**src/rtl/filter_ctrl_pkg.sv**
```systemverilog
// Shared types and reset defaults for the IIR smoothing-filter sequencer.
package filter_ctrl_pkg;

  typedef enum logic [1:0] {
    FLUSH  = 2'd0,
    SETTLE = 2'd1,
    RUN    = 2'd2
  } ctrl_state_t;

  localparam int unsigned COEF_DEFAULT_C   = 1079;
  localparam int unsigned SETTLE_DEFAULT_C = 64;
  localparam int unsigned FLUSH_CYCLES_C   = 4;

endpackage

```
**src/rtl/ctrl_down_counter.sv**
```systemverilog
// Loadable down counter that parks at zero; shared by the FLUSH and SETTLE phases.
module ctrl_down_counter #(
  parameter int unsigned       WIDTH     = 16,
  parameter logic [WIDTH-1:0]  RESET_VAL = '0
) (
  input  logic             clk,
  input  logic             reset,
  input  logic             load,
  input  logic [WIDTH-1:0] load_val,
  output logic             zero
);

  logic [WIDTH-1:0] count_q, count_d;

  always_comb begin
    count_d = count_q;
    if (load) begin
      count_d = load_val;
    end else if (count_q != '0) begin
      count_d = count_q - WIDTH'(1);
    end
  end

  always_ff @(posedge clk) begin
    if (reset) begin
      count_q <= RESET_VAL;
    end else begin
      count_q <= count_d;
    end
  end

  assign zero = (count_q == '0);

endmodule

```
**src/rtl/filter_seq_ctrl.sv**
```systemverilog
// Coefficient/settle configuration and flush-settle-run sequencing for the ADC IIR filter.
//   state  | meaning
//   FLUSH  | filt_clear held high, filter state being wiped
//   SETTLE | filter running from clean state, output still blanked
//   RUN    | output qualified, configuration requests accepted
module filter_seq_ctrl
  import filter_ctrl_pkg::*;
#(
  parameter int unsigned ADC_WIDTH      = 14,
  parameter int unsigned COEF_WIDTH     = 16,
  parameter int unsigned COEF_DEFAULT   = COEF_DEFAULT_C,
  parameter int unsigned SETTLE_WIDTH   = 16,
  parameter int unsigned SETTLE_DEFAULT = SETTLE_DEFAULT_C,
  parameter int unsigned FLUSH_CYCLES   = FLUSH_CYCLES_C
) (
  input  logic                        clk,
  input  logic                        reset,
  input  logic                        cfg_valid,
  output logic                        cfg_ready,
  input  logic [COEF_WIDTH-1:0]       cfg_coef,
  input  logic [SETTLE_WIDTH-1:0]     cfg_settle,
  output logic                        cfg_err,
  output logic [COEF_WIDTH-1:0]       filt_coef,
  output logic                        filt_clear,
  input  logic signed [ADC_WIDTH-1:0] filt_in,
  output logic signed [ADC_WIDTH-1:0] out_data,
  output logic                        out_valid,
  output logic                        busy
);

  // The counter holds "cycles remaining minus one", so the phase ends on the zero flag.
  localparam logic [SETTLE_WIDTH-1:0] FLUSH_LOAD = SETTLE_WIDTH'(FLUSH_CYCLES - 1);

  ctrl_state_t             state_q, state_d;
  logic [COEF_WIDTH-1:0]   coef_q, coef_d;
  logic [SETTLE_WIDTH-1:0] settle_q, settle_d;
  logic                    cnt_load;
  logic [SETTLE_WIDTH-1:0] cnt_val;
  logic                    cnt_zero;
  logic                    cfg_err_d;

  logic                        filt_clear_q, cfg_ready_q, cfg_err_q, out_valid_q, busy_q;
  logic signed [ADC_WIDTH-1:0] out_data_q;

  ctrl_down_counter #(
    .WIDTH     (SETTLE_WIDTH),
    .RESET_VAL (FLUSH_LOAD)
  ) u_cnt (
    .clk      (clk),
    .reset    (reset),
    .load     (cnt_load),
    .load_val (cnt_val),
    .zero     (cnt_zero)
  );

  always_comb begin
    state_d   = state_q;
    coef_d    = coef_q;
    settle_d  = settle_q;
    cnt_load  = 1'b0;
    cnt_val   = FLUSH_LOAD;
    cfg_err_d = 1'b0;
    case (state_q)
      FLUSH: begin
        if (cnt_zero) begin
          if (settle_q == '0) begin
            state_d = RUN;
          end else begin
            state_d  = SETTLE;
            cnt_load = 1'b1;
            cnt_val  = settle_q - SETTLE_WIDTH'(1);
          end
        end
      end
      SETTLE: begin
        if (cnt_zero) state_d = RUN;
      end
      RUN: begin
        if (cfg_valid && cfg_ready_q) begin
          // A zero coefficient would freeze the filter, so it is refused without side effects.
          if (cfg_coef != '0) begin
            coef_d   = cfg_coef;
            settle_d = cfg_settle;
            state_d  = FLUSH;
            cnt_load = 1'b1;
            cnt_val  = FLUSH_LOAD;
          end else begin
            cfg_err_d = 1'b1;
          end
        end
      end
      default: begin
        state_d  = FLUSH;
        cnt_load = 1'b1;
      end
    endcase
  end

  always_ff @(posedge clk) begin
    if (reset) begin
      state_q      <= FLUSH;
      coef_q       <= COEF_WIDTH'(COEF_DEFAULT);
      settle_q     <= SETTLE_WIDTH'(SETTLE_DEFAULT);
      filt_clear_q <= 1'b1;
      cfg_ready_q  <= 1'b0;
      cfg_err_q    <= 1'b0;
      out_valid_q  <= 1'b0;
      out_data_q   <= '0;
      busy_q       <= 1'b1;
    end else begin
      state_q      <= state_d;
      coef_q       <= coef_d;
      settle_q     <= settle_d;
      filt_clear_q <= (state_d == FLUSH);
      cfg_ready_q  <= (state_d == RUN);
      cfg_err_q    <= cfg_err_d;
      out_valid_q  <= (state_d == RUN);
      out_data_q   <= (state_d == RUN) ? filt_in : '0;
      busy_q       <= (state_d != RUN);
    end
  end

  assign cfg_ready  = cfg_ready_q;
  assign cfg_err    = cfg_err_q;
  assign filt_coef  = coef_q;
  assign filt_clear = filt_clear_q;
  assign out_data   = out_data_q;
  assign out_valid  = out_valid_q;
  assign busy       = busy_q;

endmodule
```
**config.mk**
```make
export PLATFORM = sky130hd
export DESIGN_NAME = filter_seq_ctrl
export DESIGN_NICKNAME = d
export VERILOG_FILES = /design/src/rtl/filter_ctrl_pkg.sv /design/src/rtl/ctrl_down_counter.sv /design/src/rtl/filter_seq_ctrl.sv
export SDC_FILE = /design/constraint.sdc
export NUM_CORES = 1
export LEC_CHECK = 0
export ABC_AREA = 1
export BUFFER_PORTS_ARGS = -buffer_cell sky130_fd_sc_hd__buf_2
export CORE_MARGIN = 2
export CORE_UTILIZATION = 40
export DETAILED_ROUTE_END_ITERATION = 16
export GPL_TIMING_DRIVEN = 0
export SKIP_CTS_REPAIR_TIMING = 1
export SYNTH_ARGS = -nofsm -noshare
export SYNTH_HDL_FRONTEND = slang
export SYNTH_SLANG_ARGS = --single-unit
```
**constraint.sdc**
```tcl
create_clock -name clk -period 3.45 [get_ports clk]
set_input_delay 0.1725 -clock clk [delete_from_list [all_inputs] [get_ports clk]]
set_output_delay 0.1725 -clock clk [all_outputs]
set_load 0.05 [all_outputs]
```
==> impl_metrics.tcl <==
set metrics [dict create \
    status "finished clean" \
    antenna_found_initial 0 \
    drt_iter0_drc 126 \
    grt.overflow.total 0 \
    synthMuxAreaShare 0 \
    peakVddDrop_uv 191 \
    drt-total-wl_um 8590 \
    start_kind "flop" \
    vias 3301 \
    finClkSkew_ps 10.6 \
    worstReg2RegStart "u_cnt.count_q[0]" \
    required_ps 3660 \
    syn_inst 495 \
    final_antenna_net_count 0 \
    p_leak_nw 2.15 \
    synth_cell_types 29 \
    hold_class "in2reg" \
    max_cap_violations 0 \
    grt_pass1_vias 3157 \
    place_hpwl_um 6790 \
    cts_tree "done" \
    final-hold-violation-count 0 \
    die_y_um 96.6 \
    r2r_slack_ps 1680 \
    yosys.area_share.simple 0.373 \
    drive_gt1_frac 0.251 \
    power.density_nw_per_um2 588 \
    synth-xor-area-share 0.0332 \
    fin_tns_setup_ps 0 \
    cts-root-buf "clkbuf_8" \
    clockBufferDepth 2 \
    max-slew-margin-rel 0.654 \
    rsz0062_at_grt "false" \
    critPathArrivalTime_ps 1980 \
    cts_buffers 9 \
    period_share 0.514 \
    avgSynthCellArea_um2 6.93 \
    clkSinkCount 68 \
    synthesis.nets 548 \
    cts_max_level 3 \
    setup_viol 0 \
    ys_seq_elements 68 \
    numPortBuffers 83 \
    ys_seq_area_frac 0.397 \
    num_rows 33 \
    fin_area_um2 4200 \
    drt_pass1_iterations 5 \
    synth_compound_area_frac 0.0908 \
    clk_latency_ps 350 \
    drc 0 \
    area_growth_pct 22.4 \
    synth_top_family_by_area "simple AND/OR/NAND/NOR gates" \
    reg2reg_depth 8 \
    vias_per_cell 4.72 \
    antenna_cells 0 \
    grt_pass1_wl_um 14900 \
    fmax_mhz 564 \
    worstHoldStart "filt_in[1]" \
    nets 642 \
    slew_viol_final 0 \
    yosysWarnings 0 \
    worst_pin_slew_ps 518 \
    start_util 0.415 \
    path_max_fanout 6 \
    post_drt_wl_per_cell_um 12.3 \
    cts.clk_slew.worst_paths_ps 70 \
    die_area_um2 9330 \
    coreArea_um2 8260 \
    placed_cell_area_um2 3980 \
    period_needed_ps 1770 \
    min_to "out_data[1]" \
    synthesis.area_um2 3430 \
    gp_congestion 0.902 \
    post-route-util 0.509 \
    ios 84 \
    r2r_end "u_cnt.count_q[2]" \
    crit_type "reg2reg" \
    synthAdderAreaFrac 0.0146 \
    grt_max_degree 14 \
    grtUsageTotal 0.193 \
    hold_depth 3 \
    die_x_um 96.6 \
    worstSetupEndpointType "flop" \
]
==> cells by family after synthesis <==
logic type / Yosys count
buffers and inverters: 75
AO/OA/AOI/OAI: 56
adder cells (fa/ha/maj): 4
AND/OR/NAND/NOR: 279
flip-flops: 68
XOR/XNOR: 13
==> power by group <==
group	switching, mW	internal (mW)	leakage, nW
registers	0.0684	0.855	0.549
logic	0.511	0.292	1.49
clock network	0.333	0.412	0.110
==> metrics by stage <==
| stage | hold slack, ps | total power [mW] | std cells | setup WS [ps] |
|---|---|---|---|---|
| after global placement | 384 | 1.73 | 683 | 1680 |
| after detailed placement | 388 | 1.74 | 683 | 1700 |
| after CTS | 17.1 | 2.48 | 699 | 1680 |
| final | 31.5 | 2.47 | 699 | 1680 |
| after floorplan | 285 | 1.55 | 495 | 1740 |
| after global routing | 28.6 | 2.66 | 699 | 1380 |
==> synthesized netlist by cell type <==
| library cell | n | share of area |
|---|---|---|
| o21ai_0 | 32 | 0.047 |
| nor2_4 | 4 | 0.013 |
| ha_1 | 4 | 0.015 |
| buf_6 | 3 | 0.0098 |
| buf_4 | 2 | 0.0044 |
| nand3b_1 | 1 | 0.0022 |
| nand4_1 | 10 | 0.018 |
| nor4_1 | 1 | 0.0018 |
| nor2_1 | 82 | 0.090 |
| a21boi_4 | 1 | 0.0055 |
| inv_2 | 2 | 0.0022 |
| xor2_1 | 13 | 0.033 |
| nor2_2 | 21 | 0.038 |
| nand2_2 | 6 | 0.011 |
| inv_1 | 58 | 0.063 |
| nand2_4 | 1 | 0.0033 |
| dfxtp_1 | 68 | 0.40 |
| a21oi_4 | 1 | 0.0047 |
| a21oi_1 | 20 | 0.029 |
| nand3_2 | 4 | 0.012 |
| nor3b_1 | 1 | 0.0022 |
| clkbuf_1 | 7 | 0.0077 |
| a31o_2 | 1 | 0.0026 |
| buf_2 | 3 | 0.0044 |
| o211ai_1 | 1 | 0.0022 |
| nor3_1 | 4 | 0.0058 |
| nor3_2 | 1 | 0.0029 |
| nand2_1 | 99 | 0.11 |
| nand3_1 | 44 | 0.064 |
==> registers in the layout, summed over array words and instances, names as in the netlist <==
register / flops
filt_coef: 16
settle_q: 16
u_cnt.count_q: 16
out_data: 14
state_q: 2
busy: 1
cfg_err: 1
filt_clear: 1
out_valid: 1
==> how the worst max path moves through the flow <==
stage	cells past startpoint	slack [ps]	endpoint	startpoint
after floorplan	8	1740	u_cnt.count_q[0]	out_valid
after global placement	8	1680	u_cnt.count_q[2]	u_cnt.count_q[0]
after detailed placement	8	1700	u_cnt.count_q[2]	u_cnt.count_q[0]
after CTS	8	1680	u_cnt.count_q[2]	u_cnt.count_q[0]
after global routing	8	1380	u_cnt.count_q[2]	u_cnt.count_q[1]
final	8	1680	u_cnt.count_q[2]	u_cnt.count_q[0]
==> layout by cell type (no fill, tap or decap) <==
master,synthesis,routed
a21boi_4,1,1
a21oi_1,20,20
a21oi_4,1,1
a31o_2,1,1
buf_2,3,86
buf_4,2,2
buf_6,3,3
bufinv_16,0,2
clkbuf_1,7,7
clkbuf_8,0,9
clkinv_2,0,1
clkinv_4,0,1
clkinvlp_4,0,1
dfxtp_1,68,68
ha_1,4,4
inv_1,58,58
inv_2,2,2
inv_6,0,2
nand2_1,99,99
nand2_2,6,6
nand2_4,1,1
nand3_1,44,44
nand3_2,4,4
nand3b_1,1,1
nand4_1,10,10
nor2_1,82,82
nor2_2,21,21
nor2_4,4,4
nor3_1,4,4
nor3_2,1,1
nor3b_1,1,1
nor4_1,1,1
o211ai_1,1,1
o21ai_0,32,32
xor2_1,13,13
==> final cells by class <==
class	count	area, um^2
clock inverters	7	98.8
plain buffers	15	90.1
inverters	60	225
repair buffers	83	415
clock buffers	9	124
fillers	848	4060
flip-flops and latches	68	1360
multi-input cells	352	1750
well taps	105	131
==> per-layer routing <==
metal | global-route usage | vias to the layer above | share of wire
met4 | 0.0748 | 0 | 0.015
met1 | 0.247 | 1467 | 0.45
met5 | 0 | - | 0
met3 | 0.0383 | 10 | 0.052
met2 | 0.319 | 75 | 0.48
li1 | - | 1749 | -
==> critical path: stages, from the launching register on <==
cell and delay [ps]:
dfxtp_1 320, inv_1 100, ha_1 190, nor3b_1 190, nand2_1 80, nor3_2 340, nand2_1 240, nand2_1 120
nor2_1 50
(Power assumes the default switching activity.)
